--- config.mk ---
export PLATFORM = sky130hd
export DESIGN_NAME = prog_loader_flat
export DESIGN_NICKNAME = d
export VERILOG_FILES = /design/src/rtl/prog_loader_pkg.sv /design/src/rtl/prog_loader_if.sv /design/src/rtl/prog_loader_byte_packer.sv /design/src/rtl/prog_loader.sv /design/src/flat_wrapper.sv
export SDC_FILE = /design/constraint.sdc
export NUM_CORES = 1
export LEC_CHECK = 0
export BUFFER_PORTS_ARGS = -buffer_cell sky130_fd_sc_hd__buf_2
export CORE_MARGIN = 3
export CORE_UTILIZATION = 60
export CTS_BUF_LIST = sky130_fd_sc_hd__clkbuf_4
export CTS_CLUSTER_DIAMETER = 30
export DETAILED_ROUTE_END_ITERATION = 7
export GPL_TIMING_DRIVEN = 0
export HOLD_SLACK_MARGIN = 0.15
export PLACE_DENSITY = 0.82
export SYNTH_ARGS = -nofsm -noshare
export SYNTH_HDL_FRONTEND = slang
export SYNTH_SLANG_ARGS = --single-unit
--- constraint.sdc ---
create_clock -name clk -period 2.6 [get_ports clk]
set_clock_uncertainty 0.1 [all_clocks]
set_input_delay 0.52 -clock clk [delete_from_list [all_inputs] [get_ports clk]]
set_output_delay 0.52 -clock clk [all_outputs]
set_load 0.01 [all_outputs]
--- src/rtl/prog_loader_pkg.sv ---
// prog_loader_pkg: loader FSM state encoding and frame header length
package prog_loader_pkg;
  typedef enum logic [2:0] {
    S_LEN_HI,
    S_LEN_LO,
    S_DATA,
    S_CSUM,
    S_DONE,
    S_ERR
  } state_t;
  localparam int HDR_LEN = 2;
endpackage

--- src/rtl/prog_loader_if.sv ---
// prog_loader_if: byte stream in (in_data/in_valid/in_ready/reload), imem write port and core status out
interface prog_loader_if #(parameter int ADDR_W = 8);
  logic [7:0] in_data;
  logic in_valid;
  logic in_ready;
  logic reload;
  logic imem_we;
  logic [ADDR_W-1:0] imem_addr;
  logic [31:0] imem_wdata;
  logic core_reset;
  logic done;
  logic error;
  modport master (
    output in_data, in_valid, reload,
    input in_ready, imem_we, imem_addr, imem_wdata, core_reset, done, error
  );
  modport slave (
    input in_data, in_valid, reload,
    output in_ready, imem_we, imem_addr, imem_wdata, core_reset, done, error
  );
endinterface

--- src/rtl/prog_loader_byte_packer.sv ---
// prog_loader_byte_packer: clk/clr/shift/din in, word (incl. current din) and word_valid on 4th byte out
module prog_loader_byte_packer (
  input  logic        clk,
  input  logic        clr,
  input  logic        shift,
  input  logic [7:0]  din,
  output logic [31:0] word,
  output logic        word_valid
);
  logic [23:0] sr;
  logic [1:0]  cnt;
  assign word = {sr, din};
  assign word_valid = shift & (cnt == 2'd3);
  always_ff @(posedge clk) begin
    if (clr) begin
      sr  <= '0;
      cnt <= '0;
    end else if (shift) begin
      sr  <= {sr[15:0], din};
      cnt <= cnt + 2'd1;
    end
  end
endmodule

--- src/rtl/prog_loader.sv ---
// prog_loader: clk/reset plus bus (slave: byte stream in, imem write port, core_reset/done/error out); framed boot loader
module prog_loader
  import prog_loader_pkg::*;
#(
  parameter int ADDR_W = 8
) (
  input logic clk,
  input logic reset,
  prog_loader_if.slave bus
);
  localparam logic [16:0] CAP = 17'(1) << ADDR_W;
  state_t      state;
  logic [15:0] len;
  logic [15:0] wcnt;
  logic [7:0]  csum;
  logic [31:0] word;
  logic        word_valid;
  logic        xfer;
  logic        clr;
  logic [16:0] n_req;
  assign xfer  = bus.in_valid & bus.in_ready;
  assign clr   = reset | bus.reload;
  assign n_req = {1'b0, len[15:8], bus.in_data};
  prog_loader_byte_packer packer (
    .clk(clk),
    .clr(clr),
    .shift(xfer && state == S_DATA),
    .din(bus.in_data),
    .word(word),
    .word_valid(word_valid)
  );
  always_ff @(posedge clk) begin
    if (clr) begin
      state          <= S_LEN_HI;
      len            <= '0;
      wcnt           <= '0;
      csum           <= '0;
      bus.in_ready   <= 1'b1;
      bus.imem_we    <= 1'b0;
      bus.imem_addr  <= '0;
      bus.imem_wdata <= '0;
      bus.core_reset <= 1'b1;
      bus.done       <= 1'b0;
      bus.error      <= 1'b0;
    end else begin
      bus.imem_we <= 1'b0;
      if (xfer) begin
        case (state)
          S_LEN_HI: begin
            len[15:8] <= bus.in_data;
            state     <= S_LEN_LO;
          end
          S_LEN_LO: begin
            len[7:0] <= bus.in_data;
            if (n_req == '0) state <= S_CSUM;
            else if (n_req > CAP) begin
              state        <= S_ERR;
              bus.in_ready <= 1'b0;
              bus.error    <= 1'b1;
            end else state <= S_DATA;
          end
          S_DATA: begin
            csum <= csum ^ bus.in_data;
            if (word_valid) begin
              bus.imem_we    <= 1'b1;
              bus.imem_wdata <= word;
              bus.imem_addr  <= wcnt[ADDR_W-1:0];
              wcnt           <= wcnt + 16'd1;
              if (wcnt == len - 16'd1) state <= S_CSUM;
            end
          end
          S_CSUM: begin
            bus.in_ready <= 1'b0;
            if (bus.in_data == csum) begin
              state          <= S_DONE;
              bus.done       <= 1'b1;
              bus.core_reset <= 1'b0;
            end else begin
              state     <= S_ERR;
              bus.error <= 1'b1;
            end
          end
          default: ;
        endcase
      end
    end
  end
endmodule

--- src/flat_wrapper.sv ---
// flat-port wrapper written by rule: the top's interface ports become plain ports
module prog_loader_flat import prog_loader_pkg::*;
#(
  parameter int ADDR_W = 8
)
  (clk, reset, bus_in_data, bus_in_valid, bus_reload, bus_in_ready, bus_imem_we, bus_imem_addr, bus_imem_wdata, bus_core_reset, bus_done, bus_error);
  prog_loader_if #(.ADDR_W(ADDR_W)) bus_i ();
  input logic clk;
  input logic reset;
  input wire logic [$bits(bus_i.in_data)-1:0] bus_in_data;
  input wire logic [$bits(bus_i.in_valid)-1:0] bus_in_valid;
  input wire logic [$bits(bus_i.reload)-1:0] bus_reload;
  output wire logic [$bits(bus_i.in_ready)-1:0] bus_in_ready;
  output wire logic [$bits(bus_i.imem_we)-1:0] bus_imem_we;
  output wire logic [$bits(bus_i.imem_addr)-1:0] bus_imem_addr;
  output wire logic [$bits(bus_i.imem_wdata)-1:0] bus_imem_wdata;
  output wire logic [$bits(bus_i.core_reset)-1:0] bus_core_reset;
  output wire logic [$bits(bus_i.done)-1:0] bus_done;
  output wire logic [$bits(bus_i.error)-1:0] bus_error;
  assign bus_i.in_data = bus_in_data;
  assign bus_i.in_valid = bus_in_valid;
  assign bus_i.reload = bus_reload;
  assign bus_in_ready = bus_i.in_ready;
  assign bus_imem_we = bus_i.imem_we;
  assign bus_imem_addr = bus_i.imem_addr;
  assign bus_imem_wdata = bus_i.imem_wdata;
  assign bus_core_reset = bus_i.core_reset;
  assign bus_done = bus_i.done;
  assign bus_error = bus_i.error;
  prog_loader #(.ADDR_W(ADDR_W)) u_core (.clk(clk), .reset(reset), .bus(bus_i));
endmodule
==> reports/qor_table.md, run 1 <==
| Item | This run |
| --- | --- |
| First-pass GRT wire length | 19,100 um |
| Nets | 680 |
| Fmax | 399 MHz |
| Endpoints failing hold | 0 |
| Post-layout instance area | 0.00554 sq mm |
| Placed cell area | 0.00519 sq mm |
| Area used by sequential logic in the layout | 0.00229 sq mm |
| Slowest cell on the critical path | dfxtp_1 |
| Proportion of register bits with asynchronous set or reset after synthesis | 0% |
| Origin of the worst min-delay path | bus_reload |
| Combinational family with the most area after synthesis | simple AND/OR/NAND/NOR gates |
| Antenna Violating Nets Remaining | 0 |
| Vert. Die Dim | 95.3 um |
| Class of the tightest hold or removal check | primary input to register |
| Max FO, Critical Path | 10 |
| Final setup violation count | 0 |
| Placement Rows | 31 |
| Buffers and inverters on the worst path | 1 |
| Internal Power | 2.40 mW |
| Normalized max-slew margin | 60.1% |
| Slack of the worst reg-to-reg path | 0.09 ns |
| Compound-cell area share of the yosys netlist | 12.7% |
| Part of the total power dissipated in sequential elements | 54.2% |
| Post-synthesis instance area | 0.00479 sq mm |
| Most used DFF post-synth | dfxtp_1 |
| CP cell instances | nand2_1 -> or2_2 -> nor3b_2 -> clkbuf_1 -> nand2_1 -> a21oi_1 |
| Via count of the routed design | 4,397 |
| Post-detail-place hpwl | 8340 um |
| Routability congestion estimate | 0.893 |
| Fraction of final layout cells sized beyond drive strength 1 | 16.1% |
| Area share of and/or/nand/nor cells after synthesis | 24.6% |
| CTS H-Tree Depth | 4 |
| Final core utilization | 74.0% |
| Critical Path AT | 2.86 ns |
| Cells on Worst Hold Path | 4 |
| Deepest clock path buffer count | 2 |
| Global-route usage over all layers | 27.0% |
| Share of synthesized area occupied by flip-flops and latches | 47.6% |
| Area occupied by multi-input gates | 0.00238 sq mm |
| Number of cells traversed by the worst register-to-register path | 6 |
| YS warnings | 0 |
| FILL cells | 557 |
| Slowest Stage Delay on Critical Path | 0.52 ns |
| Number of antenna violations at the first check in global routing | 0 |
| Run status | finished clean |
| Post-synthesis register bit count | 114 |
| Synthesized area per cell | 8.16 sq um |
| Type of the worst setup path | register to register |
| Detail-routed via count per cell | 5.66 |
| Vias in the first global route | 4,035 |
| Placeable Area | 0.00749 sq mm |
| Top post-synthesis cells by count | nand2_1 (159), dfxtp_1 (114), a21oi_1 (80) |
| Most numerous cell in the Yosys netlist | nand2_1 |
| Synthesized-area fraction occupied by xor and xnor cells | 9.33% |
| Kind of launch point of the worst setup path | register |
| Number of nets produced by synthesis | 602 |
| DP Cell Count | 742 |
| Switching Power | 860 uW |
| TritonCTS Buffers | 17 |
| Leak | 2.00 nW |
| Post-synthesis adder-cell area fraction | 0.784% |
| Post-Place Setup Slack | 0.0931 ns |
| Initial standard-cell utilization of the core | 64.0% |
| Clock network fraction of design power | 40.1% |
| Worst ir drop on vdd | 0.430 mV |
| Sw Share | 26.4% |
| Total power draw | 3.25 mW |
| Insertion delay of the later-clocked pin in the worst-skew pair | 0.52 ns |
| Final critical path time including I/O delays and setup | 2.51 ns |
| Netlist cell types | 44 |
| Critical R2R Launch | u_core.bus.in_ready |
| TritonCTS clock tree | built |
| Pin count of the biggest net entering global routing | 17 |
| Number of clock sinks | 114 |
| Final worst-path cycle share | 96.4% |
| First-pass DRT Iterations | 6 |
| Slew at the pin with the worst max-slew slack | 0.598 ns |
| Min setup slack post-route | 0.0923 ns |
| Hold Path Sink | u_core.state[0] |
| Required time at the worst-slack endpoint | 2.95 ns |
| Wirelength per Cell | 15.1 um |
| Combinational Power Share | 5.7% |
| Clock tree root driver cell | clkbuf_4 |
| Final setup TNS | 0 ns |
| Width of the die | 95.3 um |
| Ranking of synthesized cells by area | dfxtp_1 (48%), nand2_1 (12%), a21oi_1 (8.4%) |
| Pins Over Slew Limit | 0 |
| DRC violations left | 0 |
| Die ar. | 0.00909 sq mm |
| Number of enable flip-flop cells after synthesis | 0 |
| Clock input transition at the sequential cells of the worst setup and hold paths | 0.11 ns |
| Cell accounting for the most synthesized area | dfxtp_1 |
| Fraction of synthesized cell area taken by the top area cell type | 47.6% |
| Pwr/cell area | 588 mW/mm^2 |
| First DRT Iteration DRCs | 405 |
| Kind of cell adding the most delay to the critical path | simple AND/OR/NAND/NOR gates |
| Number of standard cells in the final layout excluding fillers | 777 |
| Reported max-cap violation count | 0 |
| Multiplexer fraction of the synthesized cell area | 1.67% |
| Depth of the critical timing path with buffers and inverters included | 6 |
| Total grt overflow | 0 |
| Number of standard cells after synthesis | 587 |
| R2r endpoint | u_core.packer.sr[10] |
| Tightest hold margin | 0.226 ns |
| Critical path capture point type | register |
| Count of buffers inserted at the top-level ports | 56 |
| Relative area change from synthesis to final layout | 15.6% |
| Crit path top cell by count | nand2_1 |
| Number of antenna repair diodes | 0 |
| I/O pin total | 57 |
| Overall routed net length | 11,800 um |
layout by cell type, fill, tap and decap left out, drive strengths merged, types with 5 or more instances in the layout:
cell type  instances
nand2            159
dfxtp            114
a21oi             80
buf               62
clkbuf            48
nor2              47
xnor2             27
xor2              24
o21ai             16
nand4              9
nor4               9
nand3              8
mux2i              8
nor3               8
inv                7
or3                6
clkinvlp           5
clkinv             5
sequential cells by signal (all words and copies together) (netlist names):
| signal | flops |
|---|---|
| u_core.bus.imem_addr | 8 |
| u_core.state | 3 |
| u_core.bus.error | 1 |
| u_core.wcnt | 16 |
| u_core.bus.in_ready | 1 |
| u_core.bus.imem_wdata | 32 |
| u_core.packer.sr | 24 |
| u_core.len | 16 |
| u_core.bus.done | 1 |
| u_core.bus.core_reset | 1 |
| u_core.bus.imem_we | 1 |
| u_core.csum | 8 |
| u_core.packer.cnt | 2 |
worst max-delay path by stage:
stage,slack [ns],start,end
finish,0.09,u_core.bus.in_ready,u_core.packer.sr[10]
global route,-0.01,u_core.len[0],u_core.state[0]
CTS,0.04,u_core.len[0],u_core.state[0]
detailed placement,0.09,u_core.len[0],u_core.state[0]
global placement,0.1,u_core.len[0],u_core.state[0]
floorplan,0.33,u_core.len[0],u_core.state[0]
power by group through the flow:
stage | Combinational, mW | Clock, mW | Sequential (mW)
3_5_place_dp | 0.175 | 0 | 1.80
5_1_grt | 0.201 | 1.38 | 1.77
6_report | 0.186 | 1.30 | 1.76
2_1_floorplan | 0.119 | 0 | 1.80
4_1_cts | 0.178 | 1.31 | 1.76
3_3_place_gp | 0.171 | 0 | 1.80
what timing repair did:
item                                    in CTS  in global routing
buffers inserted                             0                  1
gates resized for setup                      0                  8
hold endpoints to repair                     2                  0
hold buffers                                 2                  0
endpoints found under the setup margin       0                  1
area by class of cell:
cell class / instances / area share, %
repair buffers: 59 / 5.56
multi-input cells: 433 / 42.9
clock inverters: 15 / 2.87
flip-flops and latches: 114 / 41.3
well taps: 99 / 2.24
clock buffers: 17 / 2.30
plain buffers: 36 / 2.53
inverters: 4 / 0.271
cells by family (layout without fill, tap and decap cells):
family	after synthesis	after routing
and+or+nand+nor	261	261
DFF	114	114
AOI/OAI and AO/OA	110	110
buffers and inverters	40	131
adders and majority gates	3	3
muxes	8	8
xor gates and xnor gates	51	51
worst reg2reg max path: cells and delay by family (launching register included):
family                 cells  cell delay [ns]
buffers and inverters      1             0.50
and+or+nand+nor            4             1.17
DFF                        1             0.52
AOI/OAI and AO/OA          1             0.15
per-layer routing:
layer,vias to the layer above,global-route usage [%],routed length [um]
met3,31,6.39,872
li1,2125,-,-
met1,2082,36.7,5230
met2,159,41.5,5420
met4,0,10.5,248
met5,-,0,0
No activity file was read; power rests on OpenSTA's default activity.
==> inputs of run 2 (changes only) <==
--- a/config.mk
+++ b/config.mk
@@ -13,7 +13,8 @@
 export DETAILED_ROUTE_END_ITERATION = 7
 export GPL_TIMING_DRIVEN = 0
 export HOLD_SLACK_MARGIN = 0.15
-export PLACE_DENSITY = 0.82
+export PLACE_DENSITY = 0.88
 export SYNTH_ARGS = -nofsm -noshare
 export SYNTH_HDL_FRONTEND = slang
+export SYNTH_HIERARCHICAL = 1
 export SYNTH_SLANG_ARGS = --single-unit
==> reports/qor_table.md, run 2 <==
| Item | This run | Delta |
| --- | --- | --- |
| Run status | finished, violations left |  |
| Ranking of synthesized cells by area | dfxtp_1 (46%), nand2_1 (8.4%), mux2i_1 (6.8%) |  |
| Placement Rows | 32 | +3.2% |
| First-pass DRT Iterations | 7 | +1 |
| Kind of launch point of the worst setup path | register |  |
| Die ar. | 0.00942 sq mm | +3.7% |
| Post-synthesis register bit count | 114 | unchanged |
| Top post-synthesis cells by count | dfxtp_1 (114), nand2_1 (112), nor2_1 (71) |  |
| Global route hottest layer | met2 |  |
| Post-synthesis instance area | 0.00498 sq mm | +3.9% |
| First DRT Iteration DRCs | 357 | -12% |
| Vias in the first global route | 4,451 | +10% |
| Biggest regs | u_core/bus.imem_wdata (32), u_core/packer/sr (24) |  |
| GRT met1 Usage | 34.8% | -1.9 points |
| Relative area change from synthesis to final layout | 20.7% |  |
| Vert. Die Dim | 97.1 um | +1.8% |
| Most common cell after layout, fill and taps aside | nand2_1 |  |
| Class of the tightest hold or removal check | primary input to register |  |
| Area occupied by multi-input gates | 0.00258 sq mm | +8.6% |
| Via count of the routed design | 4,668 | +6.2% |
| Post-detail-place hpwl | 8790 um | +5.5% |
| Fraction of met3 tracks used by global routing | 6.68% | +0.28 points |
| Routability congestion estimate | 0.849 | -4.9% |
| Part of the total power dissipated in sequential elements | 51.6% | -2.6 points |
| Number of antenna repair diodes | 0 | unchanged |
| Global Route met2 Usage | 46.8% | +5.3 points |
| Min setup slack post-route | -0.00537 ns | -0.0977 ns |
| Global-route usage over all layers | 28.5% | +1.5 points |
| Pins Over Slew Limit | 0 | unchanged |
| Endpoints failing hold | 0 | unchanged |
| Critical Path AT | 2.97 ns | +0.11 ns |
| Deepest clock path buffer count | 2 | unchanged |
| Final setup violation count | 1 | +1 |
| I/O pin total | 57 | unchanged |
| Fmax | 384 MHz | -3.7% |
| Fraction of final layout cells sized beyond drive strength 1 | 23.7% | +7.6 points |
| Slew at the pin with the worst max-slew slack | 1.14 ns | +0.539 ns |
| Number of clock sinks | 114 | unchanged |
| FILL cells | 491 | -12% |
| Wirelength per Cell | 17.4 um | +15% |
| Normalized max-slew margin | 23.5% | -37 points |
| Final worst-path cycle share | 100% | +3.8 points |
| YS warnings | 6 | +6 |
| Flip-flop count of the largest register, all copies and words added | 32 | unchanged |
| Number of antenna violations at the first check in global routing | 0 | unchanged |
| Max FO, Critical Path | 5 | -5 |
| Initial standard-cell utilization of the core | 63.1% | -0.88 points |
| Sw Share | 25.9% | -0.50 points |
| Overall routed net length | 13,800 um | +17% |
| Number of standard cells after synthesis | 582 | -0.85% |
| Switching Power | 884 uW | +2.9% |
| Setup repair after global routing missed its margin | true |  |
| Fraction of synthesized cell area taken by the top area cell type | 45.9% | -1.8 points |
| Width of the die | 97.1 um | +1.8% |
| Placeable Area | 0.00789 sq mm | +5.4% |
| Share of synthesized area occupied by flip-flops and latches | 45.9% | -1.8 points |
| Placed cell area | 0.00546 sq mm | +5.1% |
| Critical path capture point type | register |  |
| Netlist cell types | 50 | +14% |
| Proportion of register bits with asynchronous set or reset after synthesis | 0% | unchanged |
| CTS H-Tree Depth | 4 | unchanged |
| Cell accounting for the most synthesized area | dfxtp_1 |  |
| Most numerous cell in the Yosys netlist | dfxtp_1 |  |
| TritonCTS Buffers | 17 | unchanged |
| Most frequent cells in the layout | nand2_1 (111), dfxtp_1 (106), nor2_1 (69) |  |
| Internal Power | 2.53 mW | +5.6% |
| Number of enable flip-flop cells after synthesis | 0 | unchanged |
| Clock tree root driver cell | clkbuf_4 |  |
| First-pass GRT wire length | 21,600 um | +13% |
| Final critical path time including I/O delays and setup | 2.61 ns | +0.0977 ns |
| Antenna Violating Nets Remaining | 0 | unchanged |
| Number of nets produced by synthesis | 597 | -0.83% |
| DRC violations left | 0 | unchanged |
| Reported max-cap violation count | 0 | unchanged |
| Nets | 691 | +1.6% |
| Insertion delay of the later-clocked pin in the worst-skew pair | 0.53 ns | about the same |
| Top reg by flops | u_core/bus.imem_wdata |  |
| Clock input transition at the sequential cells of the worst setup and hold paths | 0.11 ns | about the same |
| Worst ir drop on vdd | 0.525 mV | +22% |
| Count of buffers inserted at the top-level ports | 56 | unchanged |
| Detail-routed via count per cell | 5.90 | +4.3% |
| Required time at the worst-slack endpoint | 2.97 ns | +0.02 ns |
| Area used by sequential logic in the layout | 0.00230 sq mm | +0.60% |
| Total power draw | 3.41 mW | +4.8% |
| Post-layout instance area | 0.00601 sq mm | +8.5% |
| Leak | 2.23 nW | +12% |
| Clock network fraction of design power | 41.7% | +1.6 points |
| Most used DFF post-synth | dfxtp_1 |  |
| TritonCTS clock tree | built |  |
| Type of the worst setup path | register to register |  |
| Combinational Power Share | 6.7% | +1.0 points |
| Pwr/cell area | 568 mW/mm^2 | -3.4% |
| Slack of the worst reg-to-reg path | -0.005 ns | -0.10 ns |
| Total grt overflow | 0 | unchanged |
| Pin count of the biggest net entering global routing | 17 | unchanged |
| Violated checks | negative setup slack |  |
| Synthesized area per cell | 8.55 sq um | +4.8% |
==> run 2: cell count changes after synthesis, sizes merged, moves of 4 or more <==
cell / previous run / this run
a21oi: 80 / 57
buf: 5 / 16
clkbuf: 31 / 25
mux2i: 8 / 34
nand2: 159 / 112
nand3: 8 / 17
nand4: 9 / 5
nor2: 47 / 72
nor2b: 1 / 5
o21ai: 16 / 8
==> run 2: area by class of cell <==
cell class	instances	share of cell area [%]
Clock buffer	18	2.25
Inverter	7	0.437
Buffer	36	3.21
Tap cell	102	2.12
Timing Repair Buffer	80	7.77
Sequential cell	114	38.3
Clock inverter	14	2.94
Multi-Input combinational cell	420	43.0
==> run 2: stage by stage <==
step | utilization [%] | worst slack [ns] | instances | setup TNS (ns) | hold WS [ns]
after floorplan | - | -0.0790 | 582 | -0.342 | 0.331
after global routing | 76.2 | -0.0831 | 791 | -0.391 | 0.219
after CTS | 74.5 | 0.00115 | 780 | 0 | 0.211
after global placement | 69.2 | -0.767 | 740 | -26.41 | 0.340
after detailed placement | 69.2 | -0.861 | 740 | -29.97 | 0.346
final | 76.2 | -0.00537 | 791 | -0.00537 | 0.238
==> run 2: cell families (layout without fill, tap and decap cells) <==
logic type	Yosys count	count (layout)	share of synthesized area, %
compound gates	77	77	8.62
flops	114	114	45.9
fa+ha+maj	3	3	0.754
xor+xnor	49	49	8.62
buf+inv	48	155	5.10
simple gates	257	257	24.2
mux	34	34	6.84
==> run 2: layer usage <==
metal	routed length [um]	vias to the layer above
li1	-	2135
met1	5460	2217
met2	6600	264
met3	1220	52
met4	489	0
met5	0	-
==> run 2: worst paths after layout <==
kind / from / endpoint / cells after the start
worst max register to register: u_core/state[0] / u_core/wcnt[14] / 11
worst min-delay path: bus_in_valid / u_core/bus.in_ready / 4
worst max-delay path: u_core/state[0] / u_core/wcnt[14] / 11
worst min register to register: u_core/bus.imem_wdata[9] / u_core/bus.imem_wdata[9] / 2
==> run 2: power groups by stage <==
stage	registers, mW	clock network, mW	logic, mW
6_report	1.76	1.42	0.228
5_1_grt	1.76	1.51	0.241
4_1_cts	1.76	1.43	0.212
3_5_place_dp	1.80	0	0.204
3_3_place_gp	1.80	0	0.198
2_1_floorplan	1.80	0	0.144
==> run 2: what timing repair did <==
item	CTS	global route
resized for setup	13	19
pin swaps	10	11
hold buffers	1	0
buffers inserted	9	14
endpoints found under the setup margin	56	44
endpoints found under the hold margin	2	0
==> run 2: worst max-delay path, stage by stage (launching register included) <==
cell	delay [ns]
dfxtp_4	0.36
nand2b_4	0.15
nor3_4	0.20
buf_6	0.15
and2_4	0.14
nand4b_1	0.22
nor2_4	0.25
buf_6	0.13
nand3_4	0.07
or2_4	0.30
or3_4	0.33
a21oi_2	0.13
